`config.mk`:
```
export PLATFORM = sky130hd
export DESIGN_NAME = riscv_commit_trace
export DESIGN_NICKNAME = d
export VERILOG_FILES = /design/src/rtl/riscv_trace_pkg.sv /design/src/rtl/riscv_trace_fifo.sv /design/src/rtl/riscv_commit_trace.sv
export SDC_FILE = /design/constraint.sdc
export NUM_CORES = 1
export LEC_CHECK = 0
export CORE_MARGIN = 4
export CORE_UTILIZATION = 25
export CTS_BUF_LIST = sky130_fd_sc_hd__clkbuf_4
export CTS_CLUSTER_DIAMETER = 200
export DETAILED_ROUTE_END_ITERATION = 6
export DONT_BUFFER_PORTS = 1
export HOLD_SLACK_MARGIN = 0.02
export PLACE_DENSITY = 0.49
export SETUP_SLACK_MARGIN = 0.1
export SLEW_MARGIN = 20
export SYNTH_ARGS = -nofsm -noshare
export SYNTH_HDL_FRONTEND = slang
export SYNTH_HIERARCHICAL = 1
export SYNTH_SLANG_ARGS = --single-unit
```
`constraint.sdc`:
```
create_clock -name clk -period 24.1 [get_ports clk]
set_clock_uncertainty 0.2 [all_clocks]
set_input_delay 4.82 -clock clk [delete_from_list [all_inputs] [get_ports clk]]
set_output_delay 4.82 -clock clk [all_outputs]
set_load 0.02 [all_outputs]
```
`src/rtl/riscv_trace_pkg.sv`:
```
// Shared constants for the commit-trace unit: halt opcodes, halt-cause codes,
// FSM state encoding and trace-entry field widths.
package riscv_trace_pkg;

  localparam int INST_W = 32;
  localparam int REG_W  = 5;

  localparam logic [INST_W-1:0] EBREAK_INST    = 32'h0010_0073;
  localparam logic [INST_W-1:0] SELF_LOOP_INST = 32'h0000_006F;

  localparam logic [1:0] HC_NONE      = 2'b00;
  localparam logic [1:0] HC_EBREAK    = 2'b01;
  localparam logic [1:0] HC_SELF_LOOP = 2'b10;
  localparam logic [1:0] HC_TIMEOUT   = 2'b11;

  typedef enum logic [1:0] {
    ST_IDLE    = 2'b00,
    ST_CAPTURE = 2'b01,
    ST_HALTED  = 2'b10
  } trace_state_e;

  // Packed entry layout, MSB first: {pc, inst, rd_we, rd, wb_data}
  function automatic int entry_width(input int xlen);
    return 2 * xlen + INST_W + REG_W + 1;
  endfunction

endpackage

```
`src/rtl/riscv_trace_fifo.sv`:
```
// Synchronous FIFO with explicit occupancy counter; a push into a full FIFO
// is accepted only when a pop happens in the same cycle.
module riscv_trace_fifo #(
  parameter int WIDTH = 8,
  parameter int DEPTH = 16
) (
  input  logic                   clk,
  input  logic                   rst_n,
  input  logic                   push,
  input  logic [WIDTH-1:0]       push_data,
  input  logic                   pop,
  output logic                   head_valid,
  output logic [WIDTH-1:0]       head_data,
  output logic                   full,
  output logic [$clog2(DEPTH):0] level
);

  localparam int PTR_W = $clog2(DEPTH);
  localparam int LVL_W = PTR_W + 1;
  localparam logic [LVL_W-1:0] LVL_FULL = LVL_W'(DEPTH);

  logic [WIDTH-1:0] mem_q [DEPTH];
  logic [PTR_W-1:0] wptr_q, wptr_d;
  logic [PTR_W-1:0] rptr_q, rptr_d;
  logic [LVL_W-1:0] level_q, level_d;
  logic             push_eff, pop_eff;

  always_comb begin
    pop_eff  = pop && (level_q != '0);
    push_eff = push && ((level_q != LVL_FULL) || pop_eff);
    wptr_d   = wptr_q + PTR_W'(push_eff);
    rptr_d   = rptr_q + PTR_W'(pop_eff);
    level_d  = level_q;
    case ({push_eff, pop_eff})
      2'b10:   level_d = level_q + LVL_W'(1);
      2'b01:   level_d = level_q - LVL_W'(1);
      default: level_d = level_q;
    endcase
  end

  always_ff @(posedge clk or negedge rst_n) begin
    if (!rst_n) begin
      wptr_q  <= '0;
      rptr_q  <= '0;
      level_q <= '0;
    end else begin
      wptr_q  <= wptr_d;
      rptr_q  <= rptr_d;
      level_q <= level_d;
    end
  end

  // Storage is data-only; the empty mask below keeps it invisible after reset
  always_ff @(posedge clk) begin
    if (push_eff) mem_q[wptr_q] <= push_data;
  end

  assign head_valid = (level_q != '0);
  assign head_data  = head_valid ? mem_q[rptr_q] : '0;
  assign full       = (level_q == LVL_FULL);
  assign level      = level_q;

endmodule

```
`src/rtl/riscv_commit_trace.sv`:
```
// Commit-trace capture: FSM, halt detection and counters around a trace FIFO.
// Define RISCV_TRACE_FILTER_EN to capture only commits that write a non-x0 rd.
module riscv_commit_trace
  import riscv_trace_pkg::*;
#(
  parameter int XLEN    = 32,
  parameter int DEPTH   = 16,
  parameter int TIMEOUT = 256,
  parameter int CNT_W   = 32
) (
  input  logic                   clk,
  input  logic                   rst_n,
  input  logic                   enable,
  input  logic                   commit_valid,
  input  logic [XLEN-1:0]        commit_pc,
  input  logic [31:0]            commit_inst,
  input  logic                   commit_rd_we,
  input  logic [4:0]             commit_rd,
  input  logic [XLEN-1:0]        commit_wb_data,
  output logic                   rd_valid,
  input  logic                   rd_ready,
  output logic [XLEN-1:0]        rd_pc,
  output logic [31:0]            rd_inst,
  output logic                   rd_we,
  output logic [4:0]             rd_rd,
  output logic [XLEN-1:0]        rd_data,
  output logic [$clog2(DEPTH):0] level,
  output logic                   overflow,
  output logic [CNT_W-1:0]       drop_count,
  output logic                   halted,
  output logic [1:0]             halt_cause,
  output logic [CNT_W-1:0]       cycle_count
);

  localparam int ENTRY_W = entry_width(XLEN);
  localparam int IDLE_W  = (TIMEOUT > 0) ? $clog2(TIMEOUT + 1) : 1;
  localparam logic [IDLE_W-1:0] IDLE_LIMIT = IDLE_W'(TIMEOUT);

  trace_state_e      state_q, state_d;
  logic [1:0]        cause_q, cause_d;
  logic [CNT_W-1:0]  cycle_q, cycle_d;
  logic [CNT_W-1:0]  drop_q, drop_d;
  logic              ovf_q, ovf_d;
  logic [IDLE_W-1:0] idle_q, idle_d, idle_inc;

  logic               observe, push_req, push, pop, drop;
  logic               head_valid, fifo_full;
  logic [ENTRY_W-1:0] push_entry, head_entry;

  function automatic logic [CNT_W-1:0] sat_inc(input logic [CNT_W-1:0] v);
    return (&v) ? v : v + CNT_W'(1);
  endfunction

  assign push_entry = {commit_pc, commit_inst, commit_rd_we, commit_rd, commit_wb_data};

  always_comb begin
    observe = (state_q == ST_CAPTURE) && commit_valid;
`ifdef RISCV_TRACE_FILTER_EN
    push_req = observe && commit_rd_we && (commit_rd != '0);
`else
    push_req = observe;
`endif
    pop  = head_valid && rd_ready;
    // A full FIFO only loses the entry when nothing leaves in the same cycle
    drop = push_req && fifo_full && !pop;
    push = push_req && !drop;
  end

  riscv_trace_fifo #(
    .WIDTH (ENTRY_W),
    .DEPTH (DEPTH)
  ) u_fifo (
    .clk        (clk),
    .rst_n      (rst_n),
    .push       (push),
    .push_data  (push_entry),
    .pop        (pop),
    .head_valid (head_valid),
    .head_data  (head_entry),
    .full       (fifo_full),
    .level      (level)
  );

  always_comb begin
    state_d  = state_q;
    cause_d  = cause_q;
    cycle_d  = cycle_q;
    idle_d   = idle_q;
    idle_inc = idle_q + IDLE_W'(1);
    drop_d   = drop ? sat_inc(drop_q) : drop_q;
    ovf_d    = ovf_q | drop;
    case (state_q)
      ST_IDLE: begin
        idle_d = '0;
        if (enable) state_d = ST_CAPTURE;
      end
      ST_CAPTURE: begin
        cycle_d = sat_inc(cycle_q);
        if (commit_valid) begin
          idle_d = '0;
          if (commit_inst == EBREAK_INST) begin
            state_d = ST_HALTED;
            cause_d = HC_EBREAK;
          end else if (commit_inst == SELF_LOOP_INST) begin
            state_d = ST_HALTED;
            cause_d = HC_SELF_LOOP;
          end
        end else if (TIMEOUT != 0) begin
          // idle_q counts quiet edges since the last commit or capture start
          if (idle_inc == IDLE_LIMIT) begin
            state_d = ST_HALTED;
            cause_d = HC_TIMEOUT;
          end else begin
            idle_d = idle_inc;
          end
        end
      end
      default: begin
        state_d = state_q;
      end
    endcase
  end

  always_ff @(posedge clk or negedge rst_n) begin
    if (!rst_n) begin
      state_q <= ST_IDLE;
      cause_q <= HC_NONE;
      cycle_q <= '0;
      drop_q  <= '0;
      ovf_q   <= 1'b0;
      idle_q  <= '0;
    end else begin
      state_q <= state_d;
      cause_q <= cause_d;
      cycle_q <= cycle_d;
      drop_q  <= drop_d;
      ovf_q   <= ovf_d;
      idle_q  <= idle_d;
    end
  end

  assign rd_valid = head_valid;
  assign {rd_pc, rd_inst, rd_we, rd_rd, rd_data} = head_entry;
  assign overflow    = ovf_q;
  assign drop_count  = drop_q;
  assign halted      = (state_q == ST_HALTED);
  assign halt_cause  = cause_q;
  assign cycle_count = cycle_q;

endmodule

```
==> impl_results.md <==
- Reg2Reg Launch Point: u_fifo/level[0]
- Vias in the first global route: 35,500
- Maxcap violations: 0
- Syn Nets: 3,165
- Longest Clk Path Bufs: 4
- Commonest non-fill, non-tap cell in the layout: edfxtp_1
- Detailed-route via count: 32,900
- Register area share after synthesis: 76.5%
- Pin count of the biggest net entering global routing: 101
- Worst-path fanout max: 55
- Number of synthesized flops with an enable pin: 1,632
- Crit path kind: register to output port
- Fillers: 26,200
- Commonest register cell after synthesis: edfxtp_1
- Detailed-route vias per instance: 4.50
- Hold EP: idle_q[8]
- Core footprint: 0.266 mm²
- Hold Crit Class: register to register
- Die Y: 526 µm
- Total Wirelength: 178 mm
- CTS Sinks: 1,723
- Rel. slew slack: 24.3%
- DRC: 0
- Layout Utilization: 29.1%
- Die W: 526 µm
- Final setup fails: 0
- Row Count: 189
- Status: finished, final reports clean
- R2r endpoint: u_fifo/mem_q[11][37]
- Async SR Flop Fraction: 5.28%
- Tmin final: 11.40 ns
- Hold buffer count at cts: 0
- Clock root cell: clkbuf_4
- Slew @ Worst Pin: 1.13 ns
- Synthesis-to-finish area growth: 15.4%
- Resized cells post-CTS: 0
- Worst Slack Setup Final: 12.70 ns
- Number of I/O pins: 283
- NumNets Final: 3,557
- Post-CTS setup buffers: 0
- Hold Vio Cnt, Final: 0
- Final GP Congestion: 0.695
- Most frequent cells in the layout: 1,632 x edfxtp_1, 684 x clkbuf_4, 408 x mux4_2
- Synthesized instance count: 3,046
- Post-synthesis average cell area: 22.0 µm²
- Placement Setup Slack: 13.78 ns
- Clock latency reported for the late side of the worst-skew pair: 1.33 ns
- Yosys reg bits: 1,723
- Req. time, crit path: 19.08 ns
- Worst setup SP type: register
- Worst EP arrival: 6.38 ns
- H-tree levels: 5
- CTS tree: built
- Fin Setup TNS: 0 ns
- Initial antenna violation count: 12
- Die area: 0.276 mm²
- Total GRT Usage: 12.6%
- Hold Startpoint: idle_q[8]
- TritonCTS buffer count: 456
- Clock slew at reported path FFs: 0.06 ns
- Hold path depth: 1
- R2r setup slk: 18.58 ns
- Fraction of layout cells with a size suffix above 1: 34.5%
- Post-route ant nets: 0
- Initial detailed-routing violation count: 2,293
- FMAX: 87.7 MHz
- RSZ-0062 raised after global routing: no
- Avg WL per Cell: 24.4 µm
- Tcrit/Tclk final: 47.3%
- DP HPWL: 92.5 mm
- Yosys warns: 6
- Router iterations before antenna repair: 5
- Leakage: 24.5 nW
- Pwr Density: 109 mW/mm²
- Synth cell types: 75
- Worst r2r path cells: 10
- Slew Viols, Final: 0
- Post-Syn Area: 0.0670 mm²
- Crit. End Element: output port
- Initial Utilization: 25.2%
- First-pass GRT wire length: 254 mm
- VDD IR-drop max: 0.0698 mV
- Grt total ovfl: 0
- PortBufs: 0
==> layout make-up <==
| cell class | count | area (µm²) | share of cell area, % |
|---|---|---|---|
| antenna | 5 | 12.5 | 0.0162 |
| clock buffer | 684 | 5130 | 6.64 |
| clock inverter | 105 | 643 | 0.832 |
| inverter | 11 | 41.3 | 0.0534 |
| multi-input combinational | 1148 | 15000 | 19.4 |
| sequential | 1723 | 51300 | 66.3 |
| tap | 3533 | 4420 | 5.72 |
| timing repair buffer | 98 | 798 | 1.03 |
==> cell usage after synthesis (17+ instances only) <==
library cell,number,area (µm²)
edfxtp_1,1632,49000
mux4_2,408,9190
a211oi_1,149,1120
mux2i_1,105,1050
dfrtp_1,91,2280
nor2b_1,75,469
clkbuf_1,53,199
buf_2,51,255
nor3_1,47,235
nor2_1,36,135
xnor2_1,34,298
xor2_1,33,289
buf_4,32,240
nand2_1,31,116
nand3_1,31,155
a221o_1,30,300
nand4_1,17,106
==> registers in the layout, summed over array words and instances, names as in the netlist <==
| name | count |
|---|---|
| cycle_count | 32 |
| state_q | 2 |
| idle_q | 9 |
| halt_cause | 2 |
| u_fifo/level | 5 |
| u_fifo/mem_q | 1632 |
| u_fifo/wptr_q | 4 |
| drop_count | 32 |
| u_fifo/rptr_q | 4 |
| overflow | 1 |
==> cell families after synthesis <==
group,share of synthesized area (%)
xor gates and xnor gates,0.875
and+or+nand+nor,2.95
adders and majority gates,0.235
buffers and inverters,1.41
muxes,15.4
AOI/OAI and AO/OA,2.64
DFF,76.5
==> routing by layer <==
layer / track usage (%) / part of all wire, %
met1: 15.9 / 42
met2: 20.5 / 48
met3: 4.13 / 8.0
met4: 4.00 / 2.3
met5: 0 / 0.015
==> stage by stage <==
step	power, mW	instances	cell area (µm²)	hold slack (ns)
2_1_floorplan	5.30	3046	67000	0.273
3_3_place_gp	5.99	6513	71500	0.316
3_5_place_dp	5.99	6513	71500	0.324
4_1_cts	8.58	7302	77300	0.338
5_1_grt	8.87	7305	77300	0.354
6_report	8.39	7307	77300	0.335
==> power breakdown <==
group          leakage (nW)  internal (mW)  total (mW)  switching (mW)
clock network          3.44           1.32        2.53            1.22
logic                  5.17          0.972        2.36            1.39
registers              15.9           3.37        3.50           0.125
==> how the worst max path moves through the flow <==
stage                                 from            endpoint  slack (ns)
final                     u_fifo/rptr_q[1]         rd_data[28]       12.70
after global routing      u_fifo/rptr_q[1]          rd_inst[0]       11.98
after CTS                 u_fifo/rptr_q[1]          rd_inst[0]       12.16
after detailed placement  u_fifo/rptr_q[1]          rd_inst[0]       13.78
after global placement    u_fifo/rptr_q[1]         rd_data[31]       13.60
after floorplan               commit_valid  u_fifo/mem_q[0][0]       10.52
==> worst max-delay path, stage by stage (launching register included) <==
cell	delay (ns)
dfrtp_4	1.02
buf_4	0.75
buf_4	0.86
buf_4	0.77
mux4_2	0.35
nor2b_1	0.14
a211oi_1	0.07
a211oi_1	0.90
Power figures use the tool's default switching activity.
